$ cat src/rtl/punc_control_pkg.sv
// Shared encodings for the PUnC LC3 controller: states, opcodes and every
// datapath mux-select value, so controller and datapath agree on one table.
package Defines;

  typedef enum logic [2:0] {
    S_INIT   = 3'd0,
    S_FETCH  = 3'd1,
    S_DECODE = 3'd2,
    S_EXEC   = 3'd3,
    S_EXEC2  = 3'd4,
    S_HALT   = 3'd5
  } state_t;

  localparam logic [3:0] OP_BR   = 4'b0000;
  localparam logic [3:0] OP_ADD  = 4'b0001;
  localparam logic [3:0] OP_LD   = 4'b0010;
  localparam logic [3:0] OP_ST   = 4'b0011;
  localparam logic [3:0] OP_JSR  = 4'b0100;
  localparam logic [3:0] OP_AND  = 4'b0101;
  localparam logic [3:0] OP_LDR  = 4'b0110;
  localparam logic [3:0] OP_STR  = 4'b0111;
  localparam logic [3:0] OP_RTI  = 4'b1000;
  localparam logic [3:0] OP_NOT  = 4'b1001;
  localparam logic [3:0] OP_LDI  = 4'b1010;
  localparam logic [3:0] OP_STI  = 4'b1011;
  localparam logic [3:0] OP_JMP  = 4'b1100;
  localparam logic [3:0] OP_RES  = 4'b1101;
  localparam logic [3:0] OP_LEA  = 4'b1110;
  localparam logic [3:0] OP_HALT = 4'b1111;

  localparam logic [1:0] PC_SEL_PC_8_0  = 2'd0;
  localparam logic [1:0] PC_SEL_PC_10_0 = 2'd1;
  localparam logic [1:0] PC_SEL_RF_R1   = 2'd2;

  localparam logic [1:0] MEM_R_PC        = 2'd0;
  localparam logic [1:0] MEM_R_PC_8_0    = 2'd1;
  localparam logic [1:0] MEM_R_RF_R0     = 2'd2;
  localparam logic [1:0] MEM_R_RF_R1_5_0 = 2'd3;

  localparam logic [1:0] MEM_W_PC_8_0    = 2'd0;
  localparam logic [1:0] MEM_W_PREV      = 2'd1;
  localparam logic [1:0] MEM_W_RF_R1_5_0 = 2'd2;

  localparam logic [1:0] RF_W_DATA_ALU    = 2'd0;
  localparam logic [1:0] RF_W_DATA_PC_8_0 = 2'd1;
  localparam logic [1:0] RF_W_DATA_MEM    = 2'd2;
  localparam logic [1:0] RF_W_DATA_PC     = 2'd3;

  localparam logic RF_W_ADDR_R7   = 1'b0;
  localparam logic RF_W_ADDR_11_9 = 1'b1;

  localparam logic R0_ADDR_11_9 = 1'b0;
  localparam logic R0_ADDR_2_0  = 1'b1;

  localparam logic [1:0] ALU_PASSA = 2'd0;
  localparam logic [1:0] ALU_ADD   = 2'd1;
  localparam logic [1:0] ALU_AND   = 2'd2;
  localparam logic [1:0] ALU_NOT_B = 2'd3;

  localparam logic FIRST_VAL_IMM5 = 1'b0;
  localparam logic FIRST_VAL_R0   = 1'b1;

endpackage

$ cat src/rtl/punc_control.sv
// PUnC LC3 control unit: FETCH/DECODE/EXEC(/EXEC2) sequencer driving all datapath strobes.
// Optional retired-instruction counter output enabled by defining PUNC_CTRL_PERF_EN.
module punc_control
  import Defines::*;
(
  input  logic        clk,
  input  logic        rst,
  input  logic [15:0] ir,
  input  logic        nzp_true,
  output logic        pc_ld,
  output logic        pc_clr,
  output logic        pc_inc,
  output logic [1:0]  pc_sel,
  output logic        ir_ld,
  output logic        ir_clr,
  output logic        mem_rd,
  output logic        mem_wr,
  output logic [1:0]  mem_r_addr_sel,
  output logic [1:0]  mem_w_addr_sel,
  output logic [1:0]  rf_w_data_sel,
  output logic        rf_w_addr_sel,
  output logic        rf_w_wr,
  output logic        rf_r0_addr_sel,
  output logic        rf_r0_rd,
  output logic        rf_r1_rd,
  output logic        prev_ld,
  output logic        nzp_ld,
  output logic        nzp_clr,
  output logic [1:0]  alu_sel,
  output logic        alu_first_val_sel,
`ifdef PUNC_CTRL_PERF_EN
  output logic [15:0] retired_count,
`endif
  output logic        halted
);

  state_t     state_q, state_d;
  logic [3:0] opcode;

  assign opcode = ir[15:12];

  // NOTE: sequential state uses non-blocking assignments so every flop samples pre-edge values.
  always_ff @(posedge clk) begin
    if (rst) state_q <= S_INIT;
    else     state_q <= state_d;
  end

  // NOTE: every always_comb output gets a default first, so no path can infer a latch.
  always_comb begin
    state_d = state_q;
    case (state_q)
      S_INIT:   state_d = S_FETCH;
      S_FETCH:  state_d = S_DECODE;
      S_DECODE: state_d = (opcode == OP_HALT) ? S_HALT : S_EXEC;
      S_EXEC:   state_d = (opcode == OP_LDI || opcode == OP_STI) ? S_EXEC2 : S_FETCH;
      S_EXEC2:  state_d = S_FETCH;
      S_HALT:   state_d = S_HALT;
      default:  state_d = S_INIT;
    endcase
  end

`ifdef PUNC_CTRL_PERF_EN
  logic [15:0] retired_q, retired_d;

  always_comb begin
    retired_d = retired_q;
    if ((state_q == S_EXEC && state_d == S_FETCH) || state_q == S_EXEC2)
      retired_d = retired_q + 16'd1;
  end

  always_ff @(posedge clk) begin
    if (rst) retired_q <= '0;
    else     retired_q <= retired_d;
  end

  assign retired_count = retired_q;
`endif

  always_comb begin
    pc_ld = 1'b0; pc_clr = 1'b0; pc_inc = 1'b0; pc_sel = PC_SEL_PC_8_0;
    ir_ld = 1'b0; ir_clr = 1'b0;
    mem_rd = 1'b0; mem_wr = 1'b0;
    mem_r_addr_sel = MEM_R_PC; mem_w_addr_sel = MEM_W_PC_8_0;
    rf_w_data_sel = RF_W_DATA_ALU; rf_w_addr_sel = RF_W_ADDR_R7; rf_w_wr = 1'b0;
    rf_r0_addr_sel = R0_ADDR_11_9; rf_r0_rd = 1'b0; rf_r1_rd = 1'b0;
    prev_ld = 1'b0; nzp_ld = 1'b0; nzp_clr = 1'b0;
    alu_sel = ALU_PASSA; alu_first_val_sel = FIRST_VAL_IMM5;
    halted = 1'b0;

    // Reset overrides the state so an instruction caught mid-EXEC never commits.
    if (rst || state_q == S_INIT) begin
      pc_clr = 1'b1; ir_clr = 1'b1; nzp_clr = 1'b1;
    end else begin
      case (state_q)
        S_FETCH: begin
          mem_rd = 1'b1; mem_r_addr_sel = MEM_R_PC; ir_ld = 1'b1; pc_inc = 1'b1;
        end
        S_EXEC: begin
          case (opcode)
            OP_ADD, OP_AND: begin
              alu_sel  = (opcode == OP_ADD) ? ALU_ADD : ALU_AND;
              rf_r1_rd = 1'b1;
              if (ir[5]) begin
                alu_first_val_sel = FIRST_VAL_IMM5;
              end else begin
                alu_first_val_sel = FIRST_VAL_R0;
                rf_r0_addr_sel    = R0_ADDR_2_0;
                rf_r0_rd          = 1'b1;
              end
              rf_w_data_sel = RF_W_DATA_ALU; rf_w_addr_sel = RF_W_ADDR_11_9;
              rf_w_wr = 1'b1; nzp_ld = 1'b1;
            end
            OP_NOT: begin
              alu_sel = ALU_NOT_B; rf_r1_rd = 1'b1;
              rf_w_data_sel = RF_W_DATA_ALU; rf_w_addr_sel = RF_W_ADDR_11_9;
              rf_w_wr = 1'b1; nzp_ld = 1'b1;
            end
            OP_BR: begin
              if (nzp_true) begin
                pc_ld = 1'b1; pc_sel = PC_SEL_PC_8_0;
              end
            end
            OP_JMP: begin
              rf_r1_rd = 1'b1; pc_sel = PC_SEL_RF_R1; pc_ld = 1'b1;
            end
            OP_JSR: begin
              // R7 captures the current PC on this edge while the PC loads the target.
              rf_w_data_sel = RF_W_DATA_PC; rf_w_addr_sel = RF_W_ADDR_R7;
              rf_w_wr = 1'b1; pc_ld = 1'b1;
              if (ir[11]) begin
                pc_sel = PC_SEL_PC_10_0;
              end else begin
                pc_sel = PC_SEL_RF_R1; rf_r1_rd = 1'b1;
              end
            end
            OP_LD, OP_LDR: begin
              mem_rd = 1'b1;
              if (opcode == OP_LD) begin
                mem_r_addr_sel = MEM_R_PC_8_0;
              end else begin
                mem_r_addr_sel = MEM_R_RF_R1_5_0; rf_r1_rd = 1'b1;
              end
              rf_w_data_sel = RF_W_DATA_MEM; rf_w_addr_sel = RF_W_ADDR_11_9;
              rf_w_wr = 1'b1; nzp_ld = 1'b1;
            end
            OP_LEA: begin
              rf_w_data_sel = RF_W_DATA_PC_8_0; rf_w_addr_sel = RF_W_ADDR_11_9;
              rf_w_wr = 1'b1; nzp_ld = 1'b1;
            end
            OP_ST, OP_STR: begin
              mem_wr = 1'b1;
              if (opcode == OP_ST) begin
                mem_w_addr_sel = MEM_W_PC_8_0;
              end else begin
                mem_w_addr_sel = MEM_W_RF_R1_5_0; rf_r1_rd = 1'b1;
              end
              rf_r0_addr_sel = R0_ADDR_11_9; rf_r0_rd = 1'b1;
            end
            OP_LDI: begin
              // First LDI step parks the pointer in DR; EXEC2 reads through it.
              mem_rd = 1'b1; mem_r_addr_sel = MEM_R_PC_8_0;
              rf_w_data_sel = RF_W_DATA_MEM; rf_w_addr_sel = RF_W_ADDR_11_9;
              rf_w_wr = 1'b1;
            end
            OP_STI: begin
              mem_rd = 1'b1; mem_r_addr_sel = MEM_R_PC_8_0; prev_ld = 1'b1;
            end
            default: ;
          endcase
        end
        S_EXEC2: begin
          if (opcode == OP_LDI) begin
            rf_r0_addr_sel = R0_ADDR_11_9; rf_r0_rd = 1'b1;
            mem_rd = 1'b1; mem_r_addr_sel = MEM_R_RF_R0;
            rf_w_data_sel = RF_W_DATA_MEM; rf_w_addr_sel = RF_W_ADDR_11_9;
            rf_w_wr = 1'b1; nzp_ld = 1'b1;
          end else if (opcode == OP_STI) begin
            mem_wr = 1'b1; mem_w_addr_sel = MEM_W_PREV;
            rf_r0_addr_sel = R0_ADDR_11_9; rf_r0_rd = 1'b1;
          end
        end
        S_HALT: halted = 1'b1;
        default: ;
      endcase
    end
  end

endmodule

$ cat config.mk
export PLATFORM = sky130hd
export DESIGN_NAME = punc_control
export DESIGN_NICKNAME = d
export VERILOG_FILES = /design/src/rtl/punc_control_pkg.sv /design/src/rtl/punc_control.sv
export SDC_FILE = /design/constraint.sdc
export NUM_CORES = 1
export LEC_CHECK = 0
export BUFFER_PORTS_ARGS = -buffer_cell sky130_fd_sc_hd__buf_4
export CORE_MARGIN = 8
export CORE_UTILIZATION = 40
export DETAILED_ROUTE_END_ITERATION = 7
export HOLD_SLACK_MARGIN = 0.03
export PLACE_DENSITY = 0.8
export SYNTH_ARGS = -nofsm -noshare
export SYNTH_HDL_FRONTEND = slang
export SYNTH_SLANG_ARGS = --single-unit
$ cat constraint.sdc
create_clock -name clk -period 2.88 [get_ports clk]
set_input_delay 0.576 -clock clk [delete_from_list [all_inputs] [get_ports clk]]
set_output_delay 0.576 -clock clk [all_outputs]
set_load 0.01 [all_outputs]
==> run summary <==
Root Buffer - clkbuf_4
status - finished clean
Peak VDD IR - 0.112 mV
WP data arrival - 1.77 ns
register area share after synthesis - 9.86%
Fin. Hold Viols - 0
Synth area leader - dfxtp_1
Syn Nets - 107
slowest library cell on the worst path - dfxtp_1
Die W - 55.0 µm
drt drc - 0
synthesized area per cell - 6.92 µm²
Synth Flop Type - dfxtp_1
Final Skew - 0.00411 ns
Tmin final - 2.34 ns
CTS tree - built
DR WL/cell - 15.1 µm
nets - 136
num rows - 14
total wire length - 1.99 mm
total gr overflow - 0
warnings from Yosys - 0
Yosys top cell area share - 9.86%
max reg flops - 3
largest net degree at the start of global routing - 17
initial antenna violation count - 0
most frequent cells in the layout - 35 x buf_4, 11 x nor2_1, 6 x nor3_1
Top reg by flops - state_q
CP Capture Type - output port
delay of the slowest critical-path stage - 0.51 ns
deepest clock path buffer count - 2
post-layout power - 209 µW
Syn Inst Count - 88
asr flop ratio synth - 0%
RSZ-0062 raised after global routing - no
CP cell instances - nor3_1 > nor2_1 > inv_1 > nor4_1 > buf_4
Initial Util - 41.4%
buffers added on ports - 35
number of synthesized flops with an enable pin - 0
total track usage - 13.7%
Worst path top cell family by delay - simple AND/OR/NAND/NOR gates
Synth Area in Adders - 0%
Top Registers - state_q x3
Post-CTS Setup Bufs - 0
relative slew slack - 77.3%
Vias/cell - 5.73
Detail Placement HPWL - 1.54 mm
Tcrit/Tclk final - 81.4%
share of cells above drive strength 1 - 43.1%
vias in the first global route - 688
Area Growth Syn to Fin - 38.0%
H-tree depth - 1
Slew Viols, Final - 0
top post-synthesis cells by area - dfxtp_1 9.9%, buf_4 8.6%, nor2_1 6.8%
Worst Path Buf+Inv - 2
IO Pins - 46
commonest non-fill, non-tap cell in the layout - buf_4
setup TNS - 0 ns
ant diodes - 0
Num CTS Buffers - 3
Post-Synth XOR/XNOR Area - 1.44%
Worst setup SP type - register
Compound-Gate Fraction of Synth Area - 22.0%
Hold WC Path Type - input pin to register
first-pass GRT wire length - 3.11 mm
worst setup path class - register to output port
Final ANT Viol Nets - 0
largest family of logic cells by synthesized area - simple AND/OR/NAND/NOR gates
1st-iter DRT viols - 19
Max Freq - 427 MHz
Core Footprint - 1470 µm²
Post-CTS Hold Buffers - 0
die footprint - 3030 µm²
clock latency on the worst-skew pair - 0.24 ns
Worst EP required - 2.30 ns
Worst-Margin Slew - 0.341 ns
Mapped Area - 609 µm²
post-synthesis mux area share - 1.64%
Yosys reg bits - 3
Clock transition at path regs - 0.04 ns
# clock sinks - 3
Vias - 757
Static Leakage - 0.367 nW
Pwr Density - 249 nW/µm²
drt pass-1 iters - 4
# setup viols final - 0
CP max FO - 11
Die Span Y - 55.0 µm
synth unique cells - 39
max cap viols - 0
Post-Synth Simple-Gate Area - 50.5%
GP Congestion - 0.883
post_cts resized - 0
## cells in the mapped netlist (2+ instances only)
cell type	n
nor2_1	11
buf_4	7
nor3_1	6
nand2_1	4
nand2b_1	4
nand3_1	4
a21oi_1	3
and2b_2	3
and3_1	3
dfxtp_1	3
nand3b_1	3
nor2b_1	3
nor4_1	3
a22oi_1	2
a32oi_1	2
buf_2	2
inv_1	2
o21ai_0	2
## metal layers
| metal | up-vias | GRT usage, % | wire length (µm) |
|---|---|---|---|
| li1 | 377 | - | - |
| met1 | 336 | 17.3 | 892 |
| met2 | 42 | 19.4 | 910 |
| met3 | 2 | 5.35 | 177 |
| met4 | 0 | 7.20 | 8 |
| met5 | - | 0 | 0 |
## area by class of cell
cell class / instances / area (µm²)
clock buffers: 4 / 26.3
fillers: 157 / 631
well taps: 16 / 20.0
repair buffers: 35 / 263
inverters: 3 / 11.3
multi-input cells: 71 / 460
flip-flops and latches: 3 / 60.1
## kinds of logic (layout without fill, tap and decap cells)
family / after synthesis / count (layout)
xor gates and xnor gates: 1 / 1
and+or+nand+nor: 52 / 52
AOI/OAI and AO/OA: 17 / 17
buffers and inverters: 14 / 42
muxes: 1 / 1
DFF: 3 / 3
## through the flow
step / util (%) / hold slack [ns] / instance area [µm²] / cells / worst slack, ns
floorplan: - / 0.527 / 609 / 88 / 0.742
global placement: 55.4 / 0.590 / 815 / 128 / 0.605
detailed placement: 55.4 / 0.612 / 815 / 128 / 0.582
CTS: 57.1 / 0.554 / 841 / 132 / 0.524
global route: 57.1 / 0.568 / 841 / 132 / 0.391
finish: 57.1 / 0.565 / 841 / 132 / 0.537
## worst paths after layout
check                                start           endpoint  slack [ns]  depth (start not counted)
worst min-delay path                   rst         state_q[0]        0.56                          2
worst max register to register  state_q[1]         state_q[2]        1.75                          4
worst max-delay path            state_q[1]  mem_r_addr_sel[0]        0.54                          5
worst min register to register  state_q[1]         state_q[0]        0.62                          2
## worst register-to-register path: cells and delay by family, from the launching register on
family / cells / cell delay, ns
buf+inv: 1 / 0.11
compound gates: 1 / 0.21
simple gates: 2 / 0.19
flops: 1 / 0.51
## where the power goes
part	internal (mW)	total, mW	leakage, nW	switching (mW)
clock network	0.0521	0.0773	0.0150	0.0252
registers	0.0447	0.0519	0.0247	0.00716
logic	0.0346	0.0802	0.327	0.0456
total	0.131	0.209	0.367	0.0779
(Power assumes the default switching activity.)
